$ cat src/rtl/seg7_scan_display.sv
// Binary-to-BCD (double-dabble) converter with a multiplexed common-anode 7-segment scanner.
// Optional leading-zero blanking is enabled by defining SEG7_LEADING_ZERO_BLANK_EN.
module seg7_scan_display #(
    parameter int unsigned DATA_WIDTH  = 8,
    parameter int unsigned NUM_DIGITS  = 8,
    parameter int unsigned REFRESH_DIV = 100000
) (
    input  logic                  clk,
    input  logic                  reset,
    input  logic                  load,
    input  logic [DATA_WIDTH-1:0] value,
    output logic                  busy,
    output logic [NUM_DIGITS-1:0] an,
    output logic [6:0]            seg,
    output logic                  dp
);

    localparam int unsigned BitW = $clog2(DATA_WIDTH + 1);
    localparam int unsigned CntW = (REFRESH_DIV > 1) ? $clog2(REFRESH_DIV) : 1;
    localparam int unsigned IdxW = (NUM_DIGITS > 1) ? $clog2(NUM_DIGITS) : 1;

    // Decimal digits of 2^w-1 equal floor(w*log10(2))+1 since 2^w is never a power of ten.
    function automatic int unsigned req_digits(input int unsigned w);
        logic [63:0] t;
        t = (64'(w) * 64'd301029996) / 64'd1000000000;
        return 32'(t) + 32'd1;
    endfunction

    if (NUM_DIGITS < req_digits(DATA_WIDTH)) begin : g_digits_check
        $error("NUM_DIGITS too small to hold 2^DATA_WIDTH-1");
    end
    if (REFRESH_DIV < 2) begin : g_div_check
        $error("REFRESH_DIV must be at least 2");
    end

    typedef enum logic [1:0] {StIdle, StShift, StCommit} state_e;

    function automatic logic [6:0] decode(input logic [3:0] d);
        case (d)
            4'd0:    decode = 7'h40;
            4'd1:    decode = 7'h79;
            4'd2:    decode = 7'h24;
            4'd3:    decode = 7'h30;
            4'd4:    decode = 7'h19;
            4'd5:    decode = 7'h12;
            4'd6:    decode = 7'h02;
            4'd7:    decode = 7'h78;
            4'd8:    decode = 7'h00;
            4'd9:    decode = 7'h10;
            default: decode = 7'h3F;
        endcase
    endfunction

    state_e                         state_q, state_d;
    logic [DATA_WIDTH-1:0]          src_q, src_d;
    logic [NUM_DIGITS-1:0][3:0]     bcd_q, bcd_d, bcd_adj;
    logic [BitW-1:0]                bits_q, bits_d;
    logic [NUM_DIGITS-1:0][3:0]     display_q, display_d;
    logic [CntW-1:0]                cnt_q, cnt_d;
    logic [IdxW-1:0]                idx_q, idx_d;
    logic [NUM_DIGITS-1:0]          an_q, an_d;
    logic [6:0]                     seg_q, seg_d;
    logic [NUM_DIGITS-1:0]          blank;

    always_comb begin
        state_d   = state_q;
        src_d     = src_q;
        bcd_d     = bcd_q;
        bits_d    = bits_q;
        display_d = display_q;
        bcd_adj   = bcd_q;
        case (state_q)
            StIdle: begin
                if (load) begin
                    src_d   = value;
                    bcd_d   = '0;
                    bits_d  = BitW'(DATA_WIDTH);
                    state_d = StShift;
                end
            end
            StShift: begin
                for (int i = 0; i < int'(NUM_DIGITS); i++) begin
                    if (bcd_q[i] >= 4'd5) bcd_adj[i] = bcd_q[i] + 4'd3;
                end
                {bcd_d, src_d} = {bcd_adj, src_q} << 1;
                bits_d         = bits_q - BitW'(1);
                if (bits_q == BitW'(1)) state_d = StCommit;
            end
            StCommit: begin
                display_d = bcd_q;
                state_d   = StIdle;
            end
            default: state_d = StIdle;
        endcase
    end

`ifdef SEG7_LEADING_ZERO_BLANK_EN
    // Blank every digit above the most significant nonzero one; digit 0 always shows.
    always_comb begin
        logic seen;
        seen  = 1'b0;
        blank = '0;
        for (int i = int'(NUM_DIGITS) - 1; i > 0; i--) begin
            if (display_q[i] != 4'd0) seen = 1'b1;
            blank[i] = ~seen;
        end
    end
`else
    assign blank = '0;
`endif

    always_comb begin
        cnt_d = cnt_q + CntW'(1);
        idx_d = idx_q;
        if (cnt_q == CntW'(REFRESH_DIV - 1)) begin
            cnt_d = '0;
            idx_d = (idx_q == IdxW'(NUM_DIGITS - 1)) ? '0 : idx_q + IdxW'(1);
        end
        if (blank[idx_q]) begin
            an_d  = '1;
            seg_d = 7'h7F;
        end else begin
            an_d  = ~(NUM_DIGITS'(1) << idx_q);
            seg_d = decode(display_q[idx_q]);
        end
    end

    always_ff @(posedge clk) begin
        if (reset) begin
            state_q   <= StIdle;
            src_q     <= '0;
            bcd_q     <= '0;
            bits_q    <= '0;
            display_q <= '0;
            cnt_q     <= '0;
            idx_q     <= '0;
            an_q      <= '1;
            seg_q     <= 7'h7F;
        end else begin
            state_q   <= state_d;
            src_q     <= src_d;
            bcd_q     <= bcd_d;
            bits_q    <= bits_d;
            display_q <= display_d;
            cnt_q     <= cnt_d;
            idx_q     <= idx_d;
            an_q      <= an_d;
            seg_q     <= seg_d;
        end
    end

    assign busy = (state_q != StIdle);
    assign an   = an_q;
    assign seg  = seg_q;
    assign dp   = 1'b1;

endmodule

$ cat config.mk
export PLATFORM = sky130hd
export DESIGN_NAME = seg7_scan_display
export DESIGN_NICKNAME = d
export VERILOG_FILES = /design/src/rtl/seg7_scan_display.sv
export SDC_FILE = /design/constraint.sdc
export NUM_CORES = 1
export LEC_CHECK = 0
export CAP_MARGIN = 20
export CORE_MARGIN = 2
export CORE_UTILIZATION = 40
export CTS_BUF_LIST = sky130_fd_sc_hd__clkbuf_16
export DETAILED_ROUTE_END_ITERATION = 10
export GPL_ROUTABILITY_DRIVEN = 0
export PLACE_DENSITY_LB_ADDON = 0.1
export SETUP_SLACK_MARGIN = 0.2
export SYNTH_ARGS = -nofsm -noshare
export SYNTH_HDL_FRONTEND = slang
export SYNTH_SLANG_ARGS = --single-unit
$ cat constraint.sdc
create_clock -name clk -period 6 [get_ports clk]
set_input_delay 1.2 -clock clk [delete_from_list [all_inputs] [get_ports clk]]
set_output_delay 1.2 -clock clk [all_outputs]
set_load 0.02 [all_outputs]
==> results by group <==
Power
  • Peak VDD IR: 184 uV
  • Leakage power of the design: 2.30 nW
  • Power Dens Cells: 312 nW/um2

Worst setup path
  • Crit path required time: 6300 ps
  • CP top delay family: buffers and inverters
  • Critical path class: input pin to flop
  • Worst-path maximum fanout: 58
  • CP endpoint kind: flop
  • CP Buf/Inv Count: 3
  • Endpoint arrival time on the critical path: 3230 ps
  • Nature of the critical path startpoint: input pin
  • Crit path max-delay cell type: sky130_fd_sc_hd__nand2_1
  • Max incr delay on CP: 670 ps
  • Ordered cell list for the critical path: buf_2 > buf_4 > inv_1 > nand2_1 > o31ai_1 > a32o_1

STA
  • Timing-limited maximum frequency: 341 MHz
  • Number of max-slew violations in the final report: 0
  • Final hold slack: 451 ps
  • Clock period minus worst slack: 2930 ps
  • Worst Slack Setup Final: 3070 ps
  • Transition at the pin with the smallest max-transition slack: 1130 ps
  • RSZ-0062 raised after global routing: false
  • Total negative slack for setup checks: 0 ps
  • Maximum clock skew at final layout: 8.10 ps
  • Number of setup violations in the final report: 0
  • Max-slew headroom: 24.1%
  • Share of the clock period used by the worst path: 48.9%
  • Final count of hold timing violations: 0

Global route
  • Global-route met1 utilization: 21.9%
  • Grt ovf: 0
  • Most congested layer reported by global routing: met2
  • Met3 global-route usage: 4.60%
  • GR Layer Usage met2: 28.2%
  • Maximum number of pins on one net before global-route repair: 59
  • First-pass GRT wire length: 19100 um
  • Antenna violations before repair: 0
  • All-layer global routing usage: 17.3%
  • Number of global-route vias before repair: 3868

Clock tree
  • Cell chosen for the clock root: sky130_fd_sc_hd__clkbuf_16
  • Count of H-tree levels built during CTS: 4
  • Clock Latency Late Sink: 410 ps
  • Post-CTS Setup Bufs: 0
  • Number of buffers on the longest clock path: 2
  • Post-CTS sizing: 0
  • CTS tree: built
  • Clock transition time at the flip-flop clock pins of the worst setup and hold paths: 50 ps
  • TritonCTS Sinks: 113
  • Num CTS Buffers: 17
  • Hold_buf cts: 0

Die
  • Starting Density: 40.9%
  • IO Count: 28
  • Width of the die: 118 um
  • Die Ht: 118 um
  • Core Area: 12600 um2
  • Die outline area: 13800 um2
  • Number of rows in the core area: 41

Cells and area
  • Final net count: 633
  • Number of filler instances in the final layout: 1212
  • Commonest cells after routing, fill and taps aside: sky130_fd_sc_hd__dfxtp_1 (113), sky130_fd_sc_hd__nand2_1 (94), sky130_fd_sc_hd__a21oi_1 (58)
  • Proportion of layout cells with a drive suffix above 1: 7.78%
  • Reg area: 2260 um2
  • Area of combinational cells with multiple inputs: 2650 um2
  • Most common cell after layout, fill and taps aside: sky130_fd_sc_hd__dfxtp_1
  • Area Growth Syn to Fin: 19.5%
  • Antenna fix cells: 0
  • Utilization after layout: 48.9%

Detailed routing
  • Number of vias in the routed layout: 4029
  • DR DRC count: 0
  • Drt initial violations: 231
  • Average via count per standard cell: 5.19
  • WL/cell: 14.9 um
  • Final Routed Wirelength: 11600 um
  • Number of detailed-routing iterations run before antenna repair: 4
  • Antenna violation net count after detailed routing: 0

Yosys
  • Flops & latches, synth: 113
  • Mapped Cells: 572
  • Number of enable flip-flop cells after synthesis: 0
  • Most frequently used flop master after synthesis: sky130_fd_sc_hd__dfxtp_1
  • Fraction of synthesis flops using an asynchronous set or reset pin: 0%
  • Area fraction of the dominant cell type after synthesis: 43.8%
  • Most area-hungry cell type in the Yosys netlist: sky130_fd_sc_hd__dfxtp_1
  • Number of distinct library cells after synthesis: 50
  • Netlist area before placement: 5160 um2
  • Yosys synthesis warning count: 0
  • Post-synthesis net count: 614
  • Avg Inst Size Synth: 9.02 um2
  • Share of synthesized area occupied by flip-flops and latches: 43.8%
  • Largest cells by area after synthesis: sky130_fd_sc_hd__dfxtp_1 (44%), sky130_fd_sc_hd__ha_1 (7.5%), sky130_fd_sc_hd__nand2_1 (6.8%), sky130_fd_sc_hd__a21oi_1 (5.6%), sky130_fd_sc_hd__mux4_1 (2.5%)

Placed design
  • Half-perimeter wire length after placement: 7810 um
  • Count of input and output buffers: 26
  • Post-Place Worst Slack: 2620 ps

Run status
  • Result of the run: finished, final reports clean

Worst hold path
  • Classification of the worst-slack hold path: flop to flop

Job
  • Max-Cap Viols: 0
[sequential cells by signal, indices dropped and copies added, names as in the netlist]
register   cells
an             8
bits_q         4
display_q     32
src_q          8
seg            7
cnt_q         17
state_q        2
idx_q          3
bcd_q         32
[worst paths after layout]
kind | to | depth (start not counted) | from | slack [ps]
worst min register to register | display_q[25]$_SDFFE_PP0N_ | 2 | display_q[25]$_SDFFE_PP0N_ | 450
worst max-delay path | bcd_q[19]$_SDFFE_PP0P_ | 6 | reset | 3070
worst min-delay path | display_q[25]$_SDFFE_PP0N_ | 2 | display_q[25]$_SDFFE_PP0N_ | 450
worst max register to register | seg[0]$_SDFF_PP1_ | 6 | idx_q[0]$_SDFFE_PP0N_ | 3410
[cells by family after synthesis]
kind of cell	after synthesis	synth area share [%]
and+or+nand+nor	189	16.7
AOI/OAI and AO/OA	132	15.8
DFF	113	43.8
buffers and inverters	59	4.85
adders and majority gates	31	7.52
muxes	25	7.44
xor gates and xnor gates	22	3.73
other	1	0.0727
[stage by stage]
| stage | total power [mW] | instances | cell area [um2] |
|---|---|---|---|
| after floorplan | 0.842 | 572 | 5160 |
| after global placement | 0.869 | 743 | 5520 |
| after detailed placement | 0.869 | 743 | 5520 |
| after CTS | 1.94 | 775 | 6140 |
| after global routing | 1.99 | 776 | 6170 |
| final | 1.92 | 776 | 6170 |
[cells in the mapped netlist (all sizes together), types with 8 or more instances]
cell type	count
a311oi	9
a22o	8
a21oi	58
nand2b	11
mux2i	11
nand2	94
dfxtp	113
mux4	8
o21ai	24
ha	31
xor2	9
o22ai	13
inv	28
clkbuf	25
nand3	10
nor2	35
xnor2	13
[worst register-to-register path, delay by kind of cell (launching register included)]
family | cells | cell delay [ps]
buf+inv | 1 | 160
mux | 3 | 1290
compound gates | 1 | 90
flops | 1 | 700
fa+ha+maj | 1 | 220
[layout make-up]
class | count | share of cell area, %
clock buffer | 17 | 6.90
clock inverter | 15 | 3.25
multi-input combinational | 400 | 43.0
sequential | 113 | 36.7
timing repair buffer | 30 | 4.95
inverter | 29 | 1.76
tap | 172 | 3.49
[power by group]
group,switching [mW],total [mW],internal (mW)
clock network,0.342,1.07,0.726
logic,0.0501,0.0802,0.0301
registers,0.0105,0.775,0.764
[metal layers]
metal / vias to the layer above / part of all wire (%)
met3: 12 / 2.8
li1: 2045 / -
met5: - / 0
met2: 55 / 47
met4: 0 / 1.4
met1: 1917 / 48
Power figures use the tool's default switching activity.
